### config.mk
export PLATFORM = sky130hd
export DESIGN_NAME = keypad_entry
export DESIGN_NICKNAME = d
export VERILOG_FILES = /design/src/rtl/keypad_entry.sv
export SDC_FILE = /design/constraint.sdc
export NUM_CORES = 1
export LEC_CHECK = 0
export CAP_MARGIN = 20
export CORE_UTILIZATION = 35
export DETAILED_ROUTE_END_ITERATION = 8
export PLACE_DENSITY = 0.61
export REMOVE_ABC_BUFFERS = 1
export SYNTH_ARGS = -nofsm -noshare
export SYNTH_HDL_FRONTEND = slang
export SYNTH_SLANG_ARGS = --single-unit
### constraint.sdc
create_clock -name clk -period 6.2 [get_ports clk]
set_clock_uncertainty 0.2 [all_clocks]
set_input_delay 0.62 -clock clk [delete_from_list [all_inputs] [get_ports clk]]
set_output_delay 0.62 -clock clk [all_outputs]
set_load 0.005 [all_outputs]
### src/rtl/keypad_entry.sv
// keypad_entry: debounced hex keypad and ENTER front end for the digital lock.
// One digit is held until ENTER commits it either as a new PIN or as a login
// attempt. A rising intrusion alert blocks all entry for a fixed window.
module keypad_entry #(
  parameter int DEBOUNCE_CYCLES = 4,
  parameter int TIMEOUT_CYCLES  = 64,
  parameter int LOCKOUT_CYCLES  = 128
) (
  input  logic       clk,
  input  logic       rst,
  input  logic       key_raw,
  input  logic [3:0] key_code,
  input  logic       enter_raw,
  input  logic       mode_set,
  input  logic       intrusion_alert,
  output logic [3:0] pin,
  output logic [3:0] login_pin,
  output logic       set_pin,
  output logic       login,
  output logic       entry_busy,
  output logic       entry_timeout,
  output logic       locked_out
);

  // Debounce counter only has to reach DEBOUNCE_CYCLES-1.
  localparam int DW = $clog2(DEBOUNCE_CYCLES);
  localparam int MAXC = (TIMEOUT_CYCLES > LOCKOUT_CYCLES) ? TIMEOUT_CYCLES : LOCKOUT_CYCLES;
  localparam int CW = $clog2(MAXC) + 1;

  localparam logic [DW-1:0] DB_ZERO  = {DW{1'b0}};
  localparam logic [DW-1:0] DB_ONE   = DW'(1);
  localparam logic [DW-1:0] DB_LAST  = DW'(DEBOUNCE_CYCLES - 1);
  localparam logic [CW-1:0] CNT_ZERO = {CW{1'b0}};
  localparam logic [CW-1:0] CNT_ONE  = CW'(1);
  localparam logic [CW-1:0] CNT_MAX  = {CW{1'b1}};
  localparam logic [CW-1:0] TO_LAST  = CW'(TIMEOUT_CYCLES - 1);
  localparam logic [CW-1:0] LO_LAST  = CW'(LOCKOUT_CYCLES - 1);

  typedef enum logic [1:0] {
    ST_IDLE    = 2'd0,
    ST_DIGIT   = 2'd1,
    ST_LOCKOUT = 2'd2
  } state_t;

  // Counter increment that sticks at all-ones instead of wrapping.
  function automatic logic [CW-1:0] sat_inc(input logic [CW-1:0] v);
    if (v == CNT_MAX) begin
      return v;
    end else begin
      return v + CNT_ONE;
    end
  endfunction

  // Index 0 is the hex key, index 1 is ENTER; both share one debouncer shape.
  logic [1:0]         raw_s;
  logic [1:0]         db_level_r;
  logic [1:0][DW-1:0] db_cnt_r;
  logic [1:0]         db_event_r;
  logic               key_ev_s;
  logic               ent_ev_s;
  logic               alert_prev_r;
  logic               intr_edge_s;

  state_t        state_r;
  logic [CW-1:0] cnt_r;
  logic [3:0]    digit_r;
  logic [3:0]    pin_r;
  logic [3:0]    login_pin_r;
  logic          set_pin_r;
  logic          login_r;
  logic          busy_r;
  logic          timeout_r;
  logic          locked_r;

  assign raw_s       = {enter_raw, key_raw};
  assign key_ev_s    = db_event_r[0];
  assign ent_ev_s    = db_event_r[1];
  assign intr_edge_s = intrusion_alert & ~alert_prev_r;

  // Debouncers: flip the accepted level after DEBOUNCE_CYCLES disagreeing samples
  // in a row; a flip to high produces a one-cycle press event.
  always_ff @(posedge clk or negedge rst) begin
    if (!rst) begin
      db_level_r <= 2'b00;
      db_event_r <= 2'b00;
      db_cnt_r   <= {2{DB_ZERO}};
    end else begin
      for (int i = 0; i < 2; i++) begin
        db_event_r[i] <= 1'b0;
        if (raw_s[i] == db_level_r[i]) begin
          db_cnt_r[i] <= DB_ZERO;
        end else if (db_cnt_r[i] == DB_LAST) begin
          db_level_r[i] <= raw_s[i];
          db_cnt_r[i]   <= DB_ZERO;
          db_event_r[i] <= raw_s[i];
        end else begin
          db_cnt_r[i] <= db_cnt_r[i] + DB_ONE;
        end
      end
    end
  end

  // Remember last alert level so only a rising edge starts or restarts lockout.
  always_ff @(posedge clk or negedge rst) begin
    if (!rst) begin
      alert_prev_r <= 1'b0;
    end else begin
      alert_prev_r <= intrusion_alert;
    end
  end

  // Entry sequencer: capture, commit, expire, and lockout, with registered outputs.
  always_ff @(posedge clk or negedge rst) begin
    if (!rst) begin
      state_r     <= ST_IDLE;
      cnt_r       <= CNT_ZERO;
      digit_r     <= 4'h0;
      pin_r       <= 4'h0;
      login_pin_r <= 4'h0;
      set_pin_r   <= 1'b0;
      login_r     <= 1'b0;
      busy_r      <= 1'b0;
      timeout_r   <= 1'b0;
      locked_r    <= 1'b0;
    end else begin
      set_pin_r <= 1'b0;
      login_r   <= 1'b0;
      timeout_r <= 1'b0;
      if (intr_edge_s) begin
        state_r  <= ST_LOCKOUT;
        cnt_r    <= CNT_ZERO;
        digit_r  <= 4'h0;
        busy_r   <= 1'b0;
        locked_r <= 1'b1;
      end else begin
        case (state_r)
          ST_IDLE: begin
            if (key_ev_s) begin
              digit_r <= key_code;
              cnt_r   <= CNT_ZERO;
              busy_r  <= 1'b1;
              state_r <= ST_DIGIT;
            end else begin
              cnt_r <= CNT_ZERO;
            end
          end
          ST_DIGIT: begin
            // ENTER commits the held digit even if a new key or the expiry lands too.
            if (ent_ev_s) begin
              if (mode_set) begin
                pin_r     <= digit_r;
                set_pin_r <= 1'b1;
              end else begin
                login_pin_r <= digit_r;
                login_r     <= 1'b1;
              end
              busy_r  <= 1'b0;
              state_r <= ST_IDLE;
            end else if (key_ev_s) begin
              digit_r <= key_code;
              cnt_r   <= CNT_ZERO;
            end else if (cnt_r == TO_LAST) begin
              digit_r   <= 4'h0;
              timeout_r <= 1'b1;
              busy_r    <= 1'b0;
              state_r   <= ST_IDLE;
            end else begin
              cnt_r <= sat_inc(cnt_r);
            end
          end
          ST_LOCKOUT: begin
            if (cnt_r == LO_LAST) begin
              cnt_r    <= CNT_ZERO;
              locked_r <= 1'b0;
              state_r  <= ST_IDLE;
            end else begin
              cnt_r <= sat_inc(cnt_r);
            end
          end
          default: begin
            cnt_r    <= CNT_ZERO;
            busy_r   <= 1'b0;
            locked_r <= 1'b0;
            state_r  <= ST_IDLE;
          end
        endcase
      end
    end
  end

  assign pin           = pin_r;
  assign login_pin     = login_pin_r;
  assign set_pin       = set_pin_r;
  assign login         = login_r;
  assign entry_busy    = busy_r;
  assign entry_timeout = timeout_r;
  assign locked_out    = locked_r;

endmodule

### Yosys cells after proc, flatten, opt, wreduce, memory -nomap -nowiden

Cells that the tools add are included.

* add/subtract/negate cells: 3
* equal/unequal tests: 18
* mux-type cells: 50
* bitwise operators: 6
* reduce and logical (&&, ||, !) cells: 12

Operator list (number)
* 8-bit two-way mux: 6
* 1-bit two-way mux: 24
* 2-bit two-way mux: 10
* 4-bit two-way mux: 5
* 4-bit AND reduction: 5
* 4-bit != test, second input constant: 4
* 8-bit case mux with 2 select lines: 1
* 3-bit != test, second input constant: 3
* 8-bit by 1-bit adder with 8-bit output, second input constant: 1
* 8-bit by 6-bit equality test with 1-bit output, second input constant: 1
* 8-bit by 7-bit equality test with 1-bit output, second input constant: 1
* 8-bit equality test, second input constant: 1
* 4-bit case mux with 2 select lines: 1
* 2-bit AND reduction: 4
* 2-bit equality test, second input constant: 3
* 2-bit case mux with 3 select lines: 1
* 1-bit NOT: 5
* 2-bit by 1-bit adder with 2-bit output, second input constant: 2
* 1-bit case mux with 3 select lines: 1
* 3-bit nonzero test: 1
* 1-bit equality test: 2
* 2-bit by 1-bit equality test with 1-bit output, second input constant: 1
* 2-bit logical NOT: 1
* 2-bit by 1-bit != test with 1-bit output, second input constant: 1
* other kinds (4): 4

* flip-flop bits (word level): 36
* input bits: 10
* output and inout port bits: 13
* logic and storage cells: 105

### Depth between registers and ports, before layout

Gate-level depths: netlist of the first run.

* depth in word-level cells: 7
* gate-level depth with buffers: 6
* depth with buffers taken out: 6

### Worst setup path after synthesis of the first run

OpenSTA, ideal clock, no wires.

* kind: flip-flop to flip-flop
* from: reg state_r[1]
* to: reg cnt_r[4]
* setup time: 0.087 ns
* arrival: 1.658 ns
* required time: 5.913 ns
* path slack: 4.255 ns
* stages on the path, launching flop included: 7
* path buffers: 0
* clock period less this slack: 1.945 ns
* cell sequence: dfrtp_1 > inv_1 > ha_1 > or4b_4 > o21ai_4 > a211oi_1 > a211oi_2

* word-level cells in the longest chain between the ends: 3
* elaborated cells between the ends (all ways): 7
* classes of those cells: eq/ne: 4; mux: 2; reduce/logical: 1

Ends and longest elaborated chain
* from (decl): line 64 `state_t state_r;`
* from (signal assigned): line 115 `state_r <= ST_IDLE;`
* from (signal assigned): line 130 `state_r <= ST_LOCKOUT;`
* from (signal assigned): line 142 `state_r <= ST_DIGIT;`
* 2-bit by 1-bit equality test with 1-bit output / 2-bit equality test (equally long branches): line 136 `case (state_r)`
* 4-bit != test (no line), or another cell as far along
* 2-bit AND reduction (no line) / 8-bit two-way mux (equally long branches)
* to (signal assigned): line 168 `cnt_r <= sat_inc(cnt_r);`
* to (signal assigned): line 177 `cnt_r <= sat_inc(cnt_r);`
* to (decl): line 65 `logic [CW-1:0] cnt_r;`

Parallel ways exist; a longest one is shown, timed or not.
A chain may end at the register's enable or synchronous reset.

### Worst setup path after layout of the first run

* from: in intrusion_alert
* to: reg pin_r[1], in the netlist pin[1]

* word-level cells in the longest chain between the ends: 3

Ends and longest elaborated chain
* from (decl): line 15 `input logic intrusion_alert,`
* 1-bit bitwise AND: line 78 `assign intr_edge_s = intrusion_alert & ~alert_prev_r;`
* 1-bit NOT (no line)
* 4-bit AND reduction (no line)
* to (signal assigned): line 151 `pin_r <= digit_r;`
* to (decl): line 67 `logic [3:0] pin_r;`

Every way passes these cells.

==> results of run 1 <==
==> final cells by class <==
class / count / area [µm²]
clock buffer: 5 / 68.8
inverter: 9 / 33.8
sequential: 36 / 901
clock inverter: 3 / 42.5
timing repair buffer: 23 / 228
fill: 488 / 2620
multi-input combinational: 118 / 843
tap: 67 / 83.8
==> how the worst max path moves through the flow <==
| stage | from | cells after the start | slack [ps] | end |
|---|---|---|---|---|
| 3_5_place_dp | intrusion_alert | 5 | 3230 | pin[1] |
| 4_1_cts | intrusion_alert | 5 | 3530 | cnt_r[7] |
| 5_1_grt | intrusion_alert | 5 | 3420 | cnt_r[7] |
| 2_1_floorplan | intrusion_alert | 4 | 4040 | pin[0] |
| 3_3_place_gp | intrusion_alert | 5 | 3300 | pin[3] |
| 6_report | intrusion_alert | 5 | 3510 | pin[1] |
==> power by group <==
group	total [µW]	switching, µW	internal (µW)
Combinational	151	76.4	75.1
Sequential	296	27.8	268
Clock	207	88.1	119
Total	655	192	462
==> cells in the final DEF (no fill, tap or decap), types with 4 or more instances in the layout <==
cell type        instances
nand3_1                  5
o21ai_0                  8
dfrtp_1                 36
nor2b_1                  8
inv_1                    9
nor2_1                   7
a21oi_1                  6
mux2i_1                  4
clkbuf_8                 5
clkdlybuf4s50_1         22
ha_1                     6
nor3_1                   8
nand2_1                 16
mux2_2                   9
==> synthesized netlist by cell type (all sizes together), types with 2 or more instances <==
cell type	n
and3	2
nor2b	8
o221ai	3
o211ai	3
o31a	2
dfrtp	36
mux2i	4
nor3	8
a21oi	6
o2111ai	2
a211o	2
mux2	9
nor2	8
nand3	5
a211oi	6
xnor2	2
inv	9
o31ai	3
buf	2
o21ai	10
ha	6
nand2	16
==> metal layers <==
metal  GRT usage, %  share of wire [%]  vias up
met5              0                  0        -
met4           5.13                1.2        0
met1           20.5                 46      677
li1               -                  -      662
met2           25.1                 48       26
met3           5.49                4.9        6
==> kinds of logic after synthesis <==
group,Yosys count
AND/OR/NAND/NOR,56
AO/OA/AOI/OAI,41
flip-flops,36
multiplexers,13
buffers and inverters,12
adder cells (fa/ha/maj),6
XOR/XNOR,2
==> metrics by stage <==
stage / hold slack (ps) / utilization [%] / setup slack, ps / area [µm²]
6_report: 241 / 45.7 / 3510 / 2200
5_1_grt: 256 / 45.7 / 3420 / 2200
4_1_cts: 243 / 45.7 / 3530 / 2200
3_5_place_dp: 233 / 43.4 / 3230 / 2090
3_3_place_gp: 227 / 43.4 / 3300 / 2090
2_1_floorplan: 124 / - / 4040 / 1780
==> registers in the layout, summed over array words and instances (netlist names), 2 cells and up <==
signal,flops
login_pin,4
state_r,2
digit_r,4
db_event_r,2
cnt_r,8
pin,4
db_cnt_r,4
db_level_r,2
==> run metrics, run 1 <==
ys async rst share 100%; CP required 6180 ps; largest net degree at the start of global routing 37; Tightest Pin Transition 913 ps; critical path capture point type flip-flop; RSZ-0062 raised after global routing no; final non-filler cell total 261; Inserted Clock Buffers 5; vias in the first global route 1,348; die area 5430 µm²; Ys Warns 0; PostCTS Resize Cnt 0; Final Hold Vio Count 0; DRC 0; CP Launch Type input pin; R2R depth 4; mux cell area share after synthesis 7.86%; top post-synthesis cells by area dfrtp_1 (50%), mux2_2 (5.6%), ha_1 (4.2%); post-synthesis xor/xnor area fraction 0.974%; GRT overflow 0; crit path cell chain clkdlybuf4s50_1 > nor2b_1 > nor2_2 > nand2_1 > mux2_2; cell count after synthesis 166; delay-heaviest family, CP simple AND/OR/NAND/NOR gates; total number of vias 1,371; DRT antenna net count 0; worst hold path class reg2reg; die width 73.7 µm; Ant. Diodes 0; Crit-path slowest cell nor2b_1; clock latency at the later pin of the worst-skew pair 300 ps; worst reg-to-reg setup slack 3980 ps; Yosys top cell area share 50.1%; pwr/cell area 297 nW/µm²; final worst path period need 2690 ps; Lkg Pwr 0.000931 µW; GR Util All Layers 15.9%; worst path arrival time 2670 ps; CP max FO 11; # IOs 23; TritonCTS clock tree yes; Avg WL per Cell 14.3 µm; post-layout power 655 µW; post-synth top area cell dfrtp_1; Detail Placement HPWL 2740 µm; dpl cells 253; Detailed Route WL 3740 µm; Synth Area in Simple Gates 16.2%; synthesis-to-layout area growth 22.4%; Placer Congestion 0.806; Nets 209; post-CTS setup buffer count 0; Starting Density 37.3%; syn avg cell area 10.8 µm²; slowest stage delay, CP 730 ps; fin. max-slew vios 0; clock sinks 36; Netlist cell types 41; first-pass GRT wire length 6380 µm; Worst Hold Depth 1; CTS Hold Buffers Added 0; number of synthesized flops with an enable pin 0; die height 73.7 µm; Worst VDD drop 0.187 mV; post-synthesis register bit count 36; CTS H-tree lvls 2; Max transition margin 39.0%; compound-gate portion of the synthesized area 17.7%; CORE AREA 4820 µm²; FP Rows 25; WP buf/inv 1; reg2reg end pin[1]; post-synthesis sequential area ratio 50.1%; Worst-path clk slew 70 ps; Worst Hold End db_cnt_r[0]; # setup viols final 0; mapped cell area 1800 µm²; max-cap viol count 0; critical hold path startpoint db_cnt_r[0]; Root Driver clkbuf_8; Tcrit/Tclk final 43.4%; Setup CP Type in2reg; outcome complete, no violations; Fin Setup TNS 0 ps; worst r2r src alert_prev_r; share of cells above drive strength 1 13.9%; Via-to-Cell Ratio 5.25; Clock Path Buffers 2; antenna violations before repair 0; 1st-pass router iterations 4; f_max 0.371 GHz; adder-cell share of the synthesized area 4.18%; 1st-iter DRT viols 80; combinational family with the most area after synthesis compound AO/OA/AOI/OAI gates; Post-synth top flop dfrtp_1; Port Buffers 22
Power figures use the tool's default switching activity.
==> run 2: changes to the inputs <==
- clock period: 6.2 -> 2.5 ns (I/O delays scaled with it)
==> run metrics, run 2 (synthesis gave the netlist of run 1 again) <==
Largest register FFs 8 (unchanged); max-cap viol count 0 (unchanged); # IOs 23 (unchanged); worst r2r src state_r[1] (was alert_prev_r); f_max 0.466 GHz; outcome complete, no violations (unchanged); CP max FO 9 (was 11); final worst path period need 2150 ps; WP buf/inv 1 (unchanged); Root Driver clkbuf_8 (unchanged); met1 Usage GRT 20.2% (was 20.5%); Setup crit end cnt_r[0] (was pin[1]); grt peak-use layer met2 (unchanged); CORE AREA 4820 µm² (unchanged); Worst VDD drop 0.442 mV (was 0.187 mV); worst reg-to-reg setup slack 350 ps (was 3980 ps); die height 73.7 µm (unchanged); Lkg Pwr 0.000934 µW (was 0.000931 µW); R2R depth 6 (was 4); Clock Path Buffers 2 (unchanged); delay-heaviest family, CP simple AND/OR/NAND/NOR gates (unchanged); PostCTS Resize Cnt 0 (unchanged); CTS Hold Buffers Added 0 (unchanged); pwr/cell area 691 nW/µm² (was 297 nW/µm²); Inserted Clock Buffers 5 (unchanged); Worst-path clk slew 80 ps (was 70 ps); TritonCTS clock tree yes (unchanged); vias in the first global route 1,380 (was 1,348); # setup viols final 0 (unchanged); post-layout power 1510 µW (was 655 µW); Final Hold Vio Count 0 (unchanged); 1st-pass router iterations 4 (unchanged); reg2reg end cnt_r[0] (was pin[1]); final core occ 45.5% (was 45.7%); Hold WS 177 ps (was 241 ps); clock latency at the later pin of the worst-skew pair 280 ps (was 300 ps); CTS H-tree lvls 2 (unchanged); largest net degree at the start of global routing 37 (unchanged); CP required 2500 ps (was 6180 ps); slowest stage delay, CP 520 ps (was 730 ps); worst hold path class in2async (was reg2reg); final-layout fill cell count 471 (was 488); total number of vias 1,372 (was 1,371); Crit-path slowest cell or4b_4 (was nor2b_1); die area 5430 µm² (unchanged); GR Util met2 24.7% (was 25.1%); GR Util All Layers 15.4% (was 15.9%); share of cells above drive strength 1 14.8% (was 13.9%); number of stages on the worst setup path 6 (was 5); commonest cells after routing, fill and taps aside dfrtp_1 (36), clkdlybuf4s50_1 (22), nand2_1 (16) (unchanged); Detail Placement HPWL 2850 µm (was 2740 µm); Sequential Area 901 µm² (unchanged); met3 usage 3.70% (was 5.49%); Nets 211 (was 209); worst path arrival time 2140 ps (was 2670 ps); clock sinks 36 (unchanged); Ant. Diodes 0 (unchanged); Tcrit/Tclk final 85.9%; first-pass GRT wire length 6330 µm (was 6380 µm); DRT antenna net count 0 (unchanged); commonest non-fill, non-tap cell in the layout dfrtp_1 (unchanged); GRT overflow 0 (unchanged); critical path capture point type flip-flop (unchanged); FP Rows 25 (unchanged); DRC 0 (unchanged); synthesis-to-layout area growth 21.9% (was 22.4%); crit path cell chain inv_1 > ha_1 > or4b_4 > nor2_1 > o221ai_1 > a21oi_1 (was clkdlybuf4s50_1 > nor2b_1 > nor2_2 > nand2_1 > mux2_2); Tightest Pin Transition 488 ps (was 913 ps); fin. max-slew vios 0 (unchanged); Starting Density 37.3% (unchanged); CP Launch Type flip-flop (was input pin); die width 73.7 µm (unchanged); Max transition margin 67.3% (was 39.0%); Finished Cell Area 2190 µm² (was 2200 µm²); RSZ-0062 raised after global routing no (unchanged); Placer Congestion 0.812 (was 0.806); largest register by flop count cnt_r (unchanged); antenna violations before repair 0 (unchanged); Via-to-Cell Ratio 5.22 (was 5.25); crit path from state_r[1] (was intrusion_alert); Fin Setup TNS 0 ps (unchanged); DP Area 2100 µm² (was 2090 µm²); Setup CP Type reg2reg (was in2reg); Port Buffers 22 (unchanged); Multi-input gate area 843 µm² (unchanged); 1st-iter DRT viols 60 (was 80); Detailed Route WL 3790 µm (was 3740 µm); post-CTS setup buffer count 0 (unchanged); Avg WL per Cell 14.4 µm (was 14.3 µm)
-- run 2: cell count changes in the layout (fill, tap and decap cells not counted) --
cell and change:
bufinv_16 -1, clkinv_2 +1, buf_4 +2, clkinv_4 +1
clkinvlp_4 -1
-- run 2: worst reg2reg max path, stage by stage (launching register included) --
cell      delay (ps)
dfrtp_1          380
inv_1             90
ha_1             290
or4b_4           530
nor2_1           260
o221ai_1         150
a21oi_1          170
-- run 2: through the flow --
step / setup slack, ps / instances
3_3_place_gp: 411 / 255
6_report: 354 / 263
4_1_cts: 344 / 263
3_5_place_dp: 322 / 255
2_1_floorplan: 555 / 163
5_1_grt: 186 / 263
-- run 2: worst min path at each step --
| stage | depth (start not counted) | endpoint | start |
|---|---|---|---|
| CTS | 2 | cnt_r[3] | rst |
| floorplan | 0 | alert_prev_r | rst |
| global route | 2 | locked_out | rst |
| detailed placement | 1 | db_cnt_r[2] | db_cnt_r[2] |
| global placement | 1 | db_cnt_r[2] | db_cnt_r[2] |
| finish | 2 | cnt_r[4] | rst |
-- run 2: report_power, final --
group / internal [µW] / switching (µW) / total [µW]
combinational: 188 / 192 / 380
clock: 194 / 207 / 401
sequential: 665 / 67.7 / 733
-- run 2: cell type report --
cell class,instances,share of cell area (%)
timing repair buffer,25,11.1
sequential,36,41.1
clock buffer,5,3.14
inverter,9,1.54
clock inverter,3,0.856
multi-input combinational,118,38.5
tap,67,3.82
-- run 2: layer usage --
| layer | wire length (µm) | share of wire, % |
|---|---|---|
| met5 | 0 | 0 |
| met4 | 15 | 0.40 |
| met3 | 151 | 4.0 |
| met2 | 1900 | 50 |
| met1 | 1720 | 45 |
